## config.mk

```make
export PLATFORM = sky130hd
export DESIGN_NAME = multicycle_controller
export DESIGN_NICKNAME = d
export VERILOG_FILES = /design/src/rtl/riscv_ctrl_pkg.sv /design/src/rtl/multicycle_controller.sv
export SDC_FILE = /design/constraint.sdc
export NUM_CORES = 1
export LEC_CHECK = 0
export BUFFER_PORTS_ARGS = -buffer_cell sky130_fd_sc_hd__buf_4
export CORE_ASPECT_RATIO = 1.1
export CORE_UTILIZATION = 46
export CTS_CLUSTER_SIZE = 25
export DETAILED_ROUTE_END_ITERATION = 7
export GPL_TIMING_DRIVEN = 0
export PLACE_DENSITY = 0.78
export SETUP_SLACK_MARGIN = 0.5
export SLEW_MARGIN = 0
export SYNTH_ARGS = -nofsm -noshare
export SYNTH_HDL_FRONTEND = slang
export SYNTH_SLANG_ARGS = --single-unit
```

## constraint.sdc

```tcl
create_clock -name clk -period 1.4 [get_ports clk]
set_input_delay 0.14 -clock clk [delete_from_list [all_inputs] [get_ports clk]]
set_output_delay 0.14 -clock clk [all_outputs]
set_load 0.02 [all_outputs]
```

## src/rtl/riscv_ctrl_pkg.sv

```systemverilog
// Shared encodings for the multi-cycle RV32I control path: FSM states, opcodes
// and the mux/ALU select codes used by the controller, datapath and ALU decoder.
package riscv_ctrl_pkg;

    // Controller states; FETCH must stay at code 0 (reset and debug value).
    typedef enum logic [3:0] {
        StFetch    = 4'd0,
        StDecode   = 4'd1,
        StExecute  = 4'd2,
        StAluWb    = 4'd3,
        StMemAddr  = 4'd4,
        StMemRead  = 4'd5,
        StMemWrite = 4'd6,
        StMemWb    = 4'd7,
        StBranch   = 4'd8,
        StJump     = 4'd9,
        StTrap     = 4'd10
    } ctrl_state_t;

    // Supported major opcodes (instruction[6:0]).
    localparam logic [6:0] OpRType  = 7'b0110011;
    localparam logic [6:0] OpIType  = 7'b0010011;
    localparam logic [6:0] OpLui    = 7'b0110111;
    localparam logic [6:0] OpAuipc  = 7'b0010111;
    localparam logic [6:0] OpLoad   = 7'b0000011;
    localparam logic [6:0] OpStore  = 7'b0100011;
    localparam logic [6:0] OpBranch = 7'b1100011;
    localparam logic [6:0] OpJal    = 7'b1101111;
    localparam logic [6:0] OpJalr   = 7'b1100111;

    // ALU operation class handed to the ALU decoder.
    localparam logic [1:0] AluOpAdd    = 2'b00;
    localparam logic [1:0] AluOpBranch = 2'b01;
    localparam logic [1:0] AluOpFunct  = 2'b10;
    localparam logic [1:0] AluOpPass   = 2'b11;

    // ALU operand A select.
    localparam logic [1:0] SrcAPc    = 2'b00;
    localparam logic [1:0] SrcAOldPc = 2'b01;
    localparam logic [1:0] SrcARs1   = 2'b10;
    localparam logic [1:0] SrcAZero  = 2'b11;

    // ALU operand B select.
    localparam logic [1:0] SrcBRs2  = 2'b00;
    localparam logic [1:0] SrcBFour = 2'b01;
    localparam logic [1:0] SrcBImm  = 2'b10;

    // Register file writeback source.
    localparam logic [1:0] WbAluOut = 2'b00;
    localparam logic [1:0] WbMdr    = 2'b01;
    localparam logic [1:0] WbPc     = 2'b10;

    // State that follows DECODE for a given opcode; unknown opcodes trap.
    function automatic ctrl_state_t decode_next(input logic [6:0] opcode);
        ctrl_state_t nxt;
        unique case (opcode)
            OpRType, OpIType, OpLui, OpAuipc: nxt = StExecute;
            OpLoad, OpStore:                  nxt = StMemAddr;
            OpBranch:                         nxt = StBranch;
            OpJal, OpJalr:                    nxt = StJump;
            default:                          nxt = StTrap;
        endcase
        return nxt;
    endfunction

endpackage

```

## src/rtl/multicycle_controller.sv

```systemverilog
// Main sequencing FSM of the multi-cycle RV32I datapath. Steps each instruction
// through fetch/decode/execute/memory/writeback and drives all datapath strobes.
module multicycle_controller
    import riscv_ctrl_pkg::*;
(
    input  logic       clk,
    input  logic       reset,
    input  logic [6:0] Opcode,
    input  logic       BrTaken,
    input  logic       mem_ready,
    output logic       PCWrite,
    output logic       PCSrc,
    output logic       IRWrite,
    output logic       IorD,
    output logic       MemRead,
    output logic       MemWrite,
    output logic       RegWrite,
    output logic [1:0] MemToReg,
    output logic [1:0] ALUSrcA,
    output logic [1:0] ALUSrcB,
    output logic [1:0] ALUOp,
    output logic       instr_done,
    output logic       illegal,
    output logic [3:0] state_o
);

    ctrl_state_t state_q, state_d;

    // State register with synchronous reset back to FETCH.
    always_ff @(posedge clk) begin
        if (reset) begin
            state_q <= StFetch;
        end else begin
            state_q <= state_d;
        end
    end

    // Next-state and output decode; everything defaults to idle/0.
    always_comb begin
        state_d    = state_q;
        PCWrite    = 1'b0;
        PCSrc      = 1'b0;
        IRWrite    = 1'b0;
        IorD       = 1'b0;
        MemRead    = 1'b0;
        MemWrite   = 1'b0;
        RegWrite   = 1'b0;
        MemToReg   = WbAluOut;
        ALUSrcA    = SrcAPc;
        ALUSrcB    = SrcBRs2;
        ALUOp      = AluOpAdd;
        instr_done = 1'b0;
        illegal    = 1'b0;

        unique case (state_q)
            StFetch: begin
                // PC + 4 computed in parallel with the instruction read.
                MemRead = 1'b1;
                IorD    = 1'b0;
                ALUSrcA = SrcAPc;
                ALUSrcB = SrcBFour;
                ALUOp   = AluOpAdd;
                if (mem_ready) begin
                    IRWrite = 1'b1;
                    PCWrite = 1'b1;
                    PCSrc   = 1'b0;
                    state_d = StDecode;
                end
            end

            StDecode: begin
                // OldPC + imm lands in ALUOut as the branch/JAL target.
                ALUSrcA = SrcAOldPc;
                ALUSrcB = SrcBImm;
                ALUOp   = AluOpAdd;
                state_d = decode_next(Opcode);
            end

            StExecute: begin
                case (Opcode)
                    OpRType: begin
                        ALUSrcA = SrcARs1;
                        ALUSrcB = SrcBRs2;
                        ALUOp   = AluOpFunct;
                    end
                    OpIType: begin
                        ALUSrcA = SrcARs1;
                        ALUSrcB = SrcBImm;
                        ALUOp   = AluOpFunct;
                    end
                    OpLui: begin
                        ALUSrcA = SrcAZero;
                        ALUSrcB = SrcBImm;
                        ALUOp   = AluOpPass;
                    end
                    OpAuipc: begin
                        ALUSrcA = SrcAOldPc;
                        ALUSrcB = SrcBImm;
                        ALUOp   = AluOpAdd;
                    end
                    default: ;
                endcase
                state_d = StAluWb;
            end

            StAluWb: begin
                RegWrite   = 1'b1;
                MemToReg   = WbAluOut;
                instr_done = 1'b1;
                state_d    = StFetch;
            end

            StMemAddr: begin
                ALUSrcA = SrcARs1;
                ALUSrcB = SrcBImm;
                ALUOp   = AluOpAdd;
                state_d = (Opcode == OpStore) ? StMemWrite : StMemRead;
            end

            StMemRead: begin
                // Request held steady until the memory accepts it.
                MemRead = 1'b1;
                IorD    = 1'b1;
                if (mem_ready) begin
                    state_d = StMemWb;
                end
            end

            StMemWrite: begin
                MemWrite = 1'b1;
                IorD     = 1'b1;
                if (mem_ready) begin
                    instr_done = 1'b1;
                    state_d    = StFetch;
                end
            end

            StMemWb: begin
                RegWrite   = 1'b1;
                MemToReg   = WbMdr;
                instr_done = 1'b1;
                state_d    = StFetch;
            end

            StBranch: begin
                // Comparator runs on rs1/rs2; target was precomputed in DECODE.
                ALUSrcA    = SrcARs1;
                ALUSrcB    = SrcBRs2;
                ALUOp      = AluOpBranch;
                PCSrc      = 1'b1;
                PCWrite    = BrTaken;
                instr_done = 1'b1;
                state_d    = StFetch;
            end

            StJump: begin
                // PC already holds PC+4, so the link value comes straight from it.
                RegWrite   = 1'b1;
                MemToReg   = WbPc;
                PCWrite    = 1'b1;
                instr_done = 1'b1;
                if (Opcode == OpJalr) begin
                    ALUSrcA = SrcARs1;
                    ALUSrcB = SrcBImm;
                    ALUOp   = AluOpAdd;
                    PCSrc   = 1'b0;
                end else begin
                    PCSrc = 1'b1;
                end
                state_d = StFetch;
            end

            StTrap: begin
                // Sticky: only reset leaves this state.
                illegal = 1'b1;
                state_d = StTrap;
            end

            default: begin
                state_d = StFetch;
            end
        endcase

        // Reset kills every strobe in the same cycle so an aborted
        // instruction cannot commit anything.
        if (reset) begin
            PCWrite    = 1'b0;
            PCSrc      = 1'b0;
            IRWrite    = 1'b0;
            IorD       = 1'b0;
            MemRead    = 1'b0;
            MemWrite   = 1'b0;
            RegWrite   = 1'b0;
            MemToReg   = WbAluOut;
            ALUSrcA    = SrcAPc;
            ALUSrcB    = SrcBRs2;
            ALUOp      = AluOpAdd;
            instr_done = 1'b0;
            illegal    = 1'b0;
        end
    end

    // Debug view of the state; reads FETCH while reset is held.
    always_comb begin
        state_o = reset ? 4'd0 : state_q;
    end

endmodule

```

==> results of run 1 <==
## per-stage QoR
stage / cell area, µm² / cells
2_1_floorplan: 962 / 95
3_3_place_gp: 1210 / 141
3_5_place_dp: 1210 / 141
## kinds of logic after synthesis
family	share of synthesized area [%]
AND/OR/NAND/NOR	47.1
flip-flops	11.2
AO/OA/AOI/OAI	29.5
buffers and inverters	12.1
## Yosys cell counts (2+ instances only)
master / n
a21oi_1: 3
a22o_1: 2
a31oi_1: 4
and2_1: 3
buf_2: 2
clkbuf_1: 2
dfxtp_1: 4
inv_1: 4
nand2_1: 3
nand2b_1: 3
nand4_1: 2
nand4bb_1: 2
nor2_1: 10
nor2b_1: 6
nor3_1: 3
nor3b_1: 3
nor4_1: 3
nor4b_1: 2
o21ai_0: 7
==> results.txt, run 1 <==
- The run stopped with a tool error.
* Exit stage: 4_1_cts
- The tool reported: "[ERROR DPL-0038] Utilization greater than 100%, impossible to legalize".
* Count of cell types in the netlist: 46
- Measured along the x axis, the die boundary spans 39.5 µm.
* Post-synth ARST share: 0%
- Cell type contributing the most total cell area after synthesis: dfxtp_1
- Cts hold-fix bufs: 0
- Each instance of the synthesized netlist takes up on average roughly 7.5 µm².
- CTS Buffer Depth: 2
- Most frequently used flop master after synthesis: dfxtp_1
- Counting every instance in the synthesized netlist gives between 90 and 100.
- For this design, the sink count on the clock tree is 4.
- The tree is rooted in a clkbuf_4.
* Rows: 14
* Starting density of the core: 50.8%
* H-tree level count: 1
* Worst slack at placement: -0.187 ns
* Input/output buffers: 30
- Buffers inserted during clock tree synthesis total 3.
- Post-detail-place hpwl: ~1.7 mm
- Number of flops mapped to enable cells by yosys: 0
* Die Y: approximately 43 µm
- Flip-flop and latch count after synthesis: 4
* Sequential fraction of the synthesis area: between 10% and 20%
* Count of instances resized after the clock tree is built: 46
* Ys Warns: 0
- Summing every instance area after synthesis gives 712 µm².
* Postcts setup bufs: 18
- Cell types with the largest area share after synthesis: dfxtp_1 (11%), nor2_1 (5.3%), nor2b_1 (5.3%)
- Summed over its instances, the top area cell type makes up ~11% of the synthesized netlist area.
- Ports placed on the boundary: 32
- Final GP Congestion: approximately 0.83
* Net count of the mapped netlist: ~110
==> run 2: changes to the inputs <==
--- a/config.mk
+++ b/config.mk
@@ -6,13 +6,11 @@
 export NUM_CORES = 1
 export LEC_CHECK = 0
 export BUFFER_PORTS_ARGS = -buffer_cell sky130_fd_sc_hd__buf_4
-export CORE_ASPECT_RATIO = 1.1
-export CORE_UTILIZATION = 46
-export CTS_CLUSTER_SIZE = 25
+export CORE_AREA = 2 2 63 65
 export DETAILED_ROUTE_END_ITERATION = 7
+export DIE_AREA = 0 0 65 67
 export GPL_TIMING_DRIVEN = 0
-export PLACE_DENSITY = 0.78
-export SETUP_SLACK_MARGIN = 0.5
+export PLACE_DENSITY_LB_ADDON = 0.15
 export SLEW_MARGIN = 0
 export SYNTH_ARGS = -nofsm -noshare
 export SYNTH_HDL_FRONTEND = slang
==> run 2 against run 1 <==
Effect of this change: the flow now finishes, with violations (setup timing); synthesized area unchanged; synthesized cell count unchanged.
==> results.txt, run 2 <==
- After clock tree synthesis, the clock-pin slew on the worst setup and hold paths is 0.03 ns.
* Post-detail-place hpwl: 1.94 mm (+14%)
- Signal arrival time at the worst endpoint: ~1.5 ns
* Layout overhead on the synthesized area: 119%
- Source-to-sink clock delay at the later pin of the worst-skew pair: roughly 0.22 ns
* Largest registers in the final layout: state_q (4)
- CP bufs+invs: 2
* Top library cells by usage in the layout, fill and taps aside: buf_4 (46), buf_6 (12), nor2_1 (7), inv_1 (4)
- The smallest clock period supported by the final layout is computed as roughly 1.7 ns.
- Across all setup checks in the final design, the least slack found is -0.281 ns.
* Worst path slowest cell: dfxtp_4
* Pin count of the biggest net entering global routing: 11
* Switch share: about two fifths
- Post-route fraction of the period consumed by the critical path: 120%
- Design Power: approximately 0.0017 W
- The portion of the post-synthesis area used by sequential elements was 11.2% (unchanged).
* Area of the mapped netlist: 712 µm² (unchanged)
* Via total after detailed routing: 978
- The share of the synthesized area in the top cell type is 11.2% (unchanged).
- The number of sinks driven by the clock tree was 4 (unchanged).
- STA puts the critical path data required time at about 1.3 ns.
* Via count of the first global-routing pass: 984
- The cell area after placement was 1100 µm² (-8.8%).
- The analysis attributes to net switching a power of roughly 0.0007 W.
- H-tree level count: 1 (unchanged)
- Antenna violations before repair: 0
- Synthesized netlist cell count: 95 (unchanged)
- Cts hold-fix bufs: 0 (unchanged)
- Layout cells sized above 1: a little over two thirds
- On the worst path, the slowest cell contributes a delay of approximately 0.37 ns.
* Peak supply drop: 0.443 mV
* Maximum fanout encountered on the critical timing path: 6
- Input/output buffers: 30 (unchanged)
- The register with the most flip-flops in the layout has 4 of them.
- Final routed wire length divided by cell count: approximately 14 µm
- Summed over all layers, the routed wires come to 2.90 mm.
- Count of final hold-check violations: 0
- Layout filler cell count: roughly 380
- Walking the worst path, the cells encountered are nor4b_4 -> nand4_1 -> buf_4 -> a31oi_2 -> buf_4.
* Number of routed nets with antenna violations: 0
* CTS Buffer Depth: 2 (unchanged)
- The number of placed I/O pins came to 32 (unchanged).
* Setup TNS: -3.04 ns
- Final max-slew violation count: 0
- Setup violations remaining at the end of the flow were counted as 20.
* Final design utilization: ~43%
* X dimension of the die: 65 µm (+65%)
- Per report_power, the combinational group accounts for between 70% and 80% of the total.
- First-pass DRT Iterations: 4
- Sequential cells account for 11.3% of the total power.
- The post-synthesis area per instance came to 7.49 µm² (unchanged).
- Summed over all instances, the cell type with the most area after synthesis is dfxtp_1.
* Starting density of the core: 19.7% (-31 points)
- Worst hold path type: input port to flop
- Across the whole layout, storage elements account for slightly above 90 µm².
* Kind of critical path: flop to output pin
- In the post-synthesis netlist, the biggest area contributors are dfxtp_1 (11%), nor2_1 (5.3%), nor2b_1 (5.3%).
- The last weighted congestion value of the routability-driven placer came to 0.767 (-7.6%).
- Number of remaining DRC errors: 0
- Internal power consumption: 0.00103 W
* Area of the multi-input gates: 788 µm²
- The die covers between 4000 and 5000 µm².
* Category of the worst setup path capture point: output pin
* Ys Warns: 0 (unchanged)
- Count of cell types in the netlist: 46 (unchanged)
* Number of flops mapped to enable cells by yosys: 0 (unchanged)
- Cell at the root of the clock tree: clkbuf_8
- Number of buffers created by CTS: 3 (unchanged)
* Net count of the mapped netlist: 106 (unchanged)
* Standard cell core area: around 3600 µm²
- Standby leakage power: between 0.6 and 0.7 nW
- Slew at the pin closest to its max-slew limit: approximately 0.44 ns
* Post-route standard cell area excluding fillers: about 1600 µm²
- Skew final: between 0.003 and 0.004 ns
- Rows: 22 (+8)
* Total number of nets in the final design: 166
- Unrepaired setup endpoints after global routing: true
- In the post-synthesis netlist, the cell with the most instances is nor2_1.
- After global routing the overflow that remains totals 0.
- The repair_antennas step left the layout with diodes totalling 0.
- Die Y: 67 µm (+55%)
- Setup crit start kind: flop
- In this run, the number of DRC markers left after iteration 0 of detailed routing was 26.
- Global routing consumed, over all layers together, 13.5% of the routing resources.
* Wire length of the first global-routing pass: 4.63 mm
- Post-synth ARST share: 0% (unchanged)
- Cell repeated most along the worst path: buf_4
- The tool flagged a number of max-cap violations equal to 0.
* Most common library cell in the layout ignoring fill and taps: buf_4
- Most instantiated cells after synthesis: nor2_1 (10), o21ai_0 (7), nor2b_1 (6)
* Top cell family by delay on the critical path: simple AND/OR/NAND/NOR gates
- Most frequently used flop master after synthesis: dfxtp_1
* Flip-flop and latch count after synthesis: 4 (unchanged)
- Outcome: finished with violations
* Upper clock frequency limit: between 500 and 600 MHz
- Clock share of power: approximately 14%
- TritonCTS built the clock tree.
- Violations in the final reports: setup timing
- Power density over cell area: 1120 nW/µm²
* Via/cell ratio: ~4.8
- Counting flops per register, the top entry is state_q.
- Relative max-transition margin: 70.5%
==> run 2: cell counts after synthesis <==
Identical to the previous run, type by type.
==> run 2: through the flow <==
stage / worst slack (ns) / hold slack, ns / cells
after floorplan: -0.193 / 0.380 / 95
after global placement: -0.295 / 0.545 / 173
after detailed placement: -0.281 / 0.546 / 173
after CTS: -0.274 / 0.332 / 192
after global routing: -0.372 / 0.355 / 202
final: -0.281 / 0.334 / 202
==> run 2: path summary, 6_finish.rpt <==
check	from	to	slack [ns]	depth (start not counted)
worst max register to register	state_q[3]	state_q[2]	-0.09	7
worst max-delay path	state_q[2]	ALUSrcA[1]	-0.28	5
worst min register to register	state_q[2]	state_q[3]	0.66	2
worst min-delay path	mem_ready	state_q[2]	0.33	3
==> run 2: worst min-delay path, delay by kind of cell <==
family | cells | cell delay [ns]
buffers and inverters | 1 | 0.14
and+or+nand+nor | 1 | 0.10
AOI/OAI and AO/OA | 1 | 0.13
==> run 2: power by group through the flow <==
stage	sequential, W	combinational, W	clock, W
floorplan	0.000176	0.000568	0
global placement	0.000194	0.000796	0
detailed placement	0.000194	0.000794	0
CTS	0.000196	0.00108	0.000256
global route	0.000200	0.00137	0.000277
finish	0.000197	0.00129	0.000252
==> run 2: per-layer routing <==
metal | vias up | share of wire (%) | wire (µm) | global-route usage, %
met5 | - | 0 | 0 | 0
met4 | 0 | 1.3 | 39 | 3.72
met1 | 470 | 45 | 1310 | 17.5
met2 | 22 | 51 | 1470 | 22.9
met3 | 4 | 2.9 | 83 | 2.36
li1 | 482 | - | - | -
==> run 2: timing repair <==
action / in CTS / in global routing
endpoints found under the setup margin: 24 / 24
buffers inserted: 15 / 10
pin swaps: 9 / 9
gates resized for setup: 41 / 18
==> run 2: cell type report <==
class	instances	share of cell area, %
Buffer	7	6.67
Clock buffer	4	2.89
Inverter	4	0.964
Multi-Input combinational cell	80	50.6
Sequential cell	4	5.86
Tap cell	48	3.86
Timing Repair Buffer	55	29.2
==> run 2: cells by family (layout without fill, tap and decap cells) <==
kind of cell    Yosys count  after routing  synth area share (%)
compound gates           29             29                  29.5
flops                     4              4                  11.2
buf+inv                  11             70                  12.1
simple gates             51             51                  47.1
(Power assumes the default switching activity.)
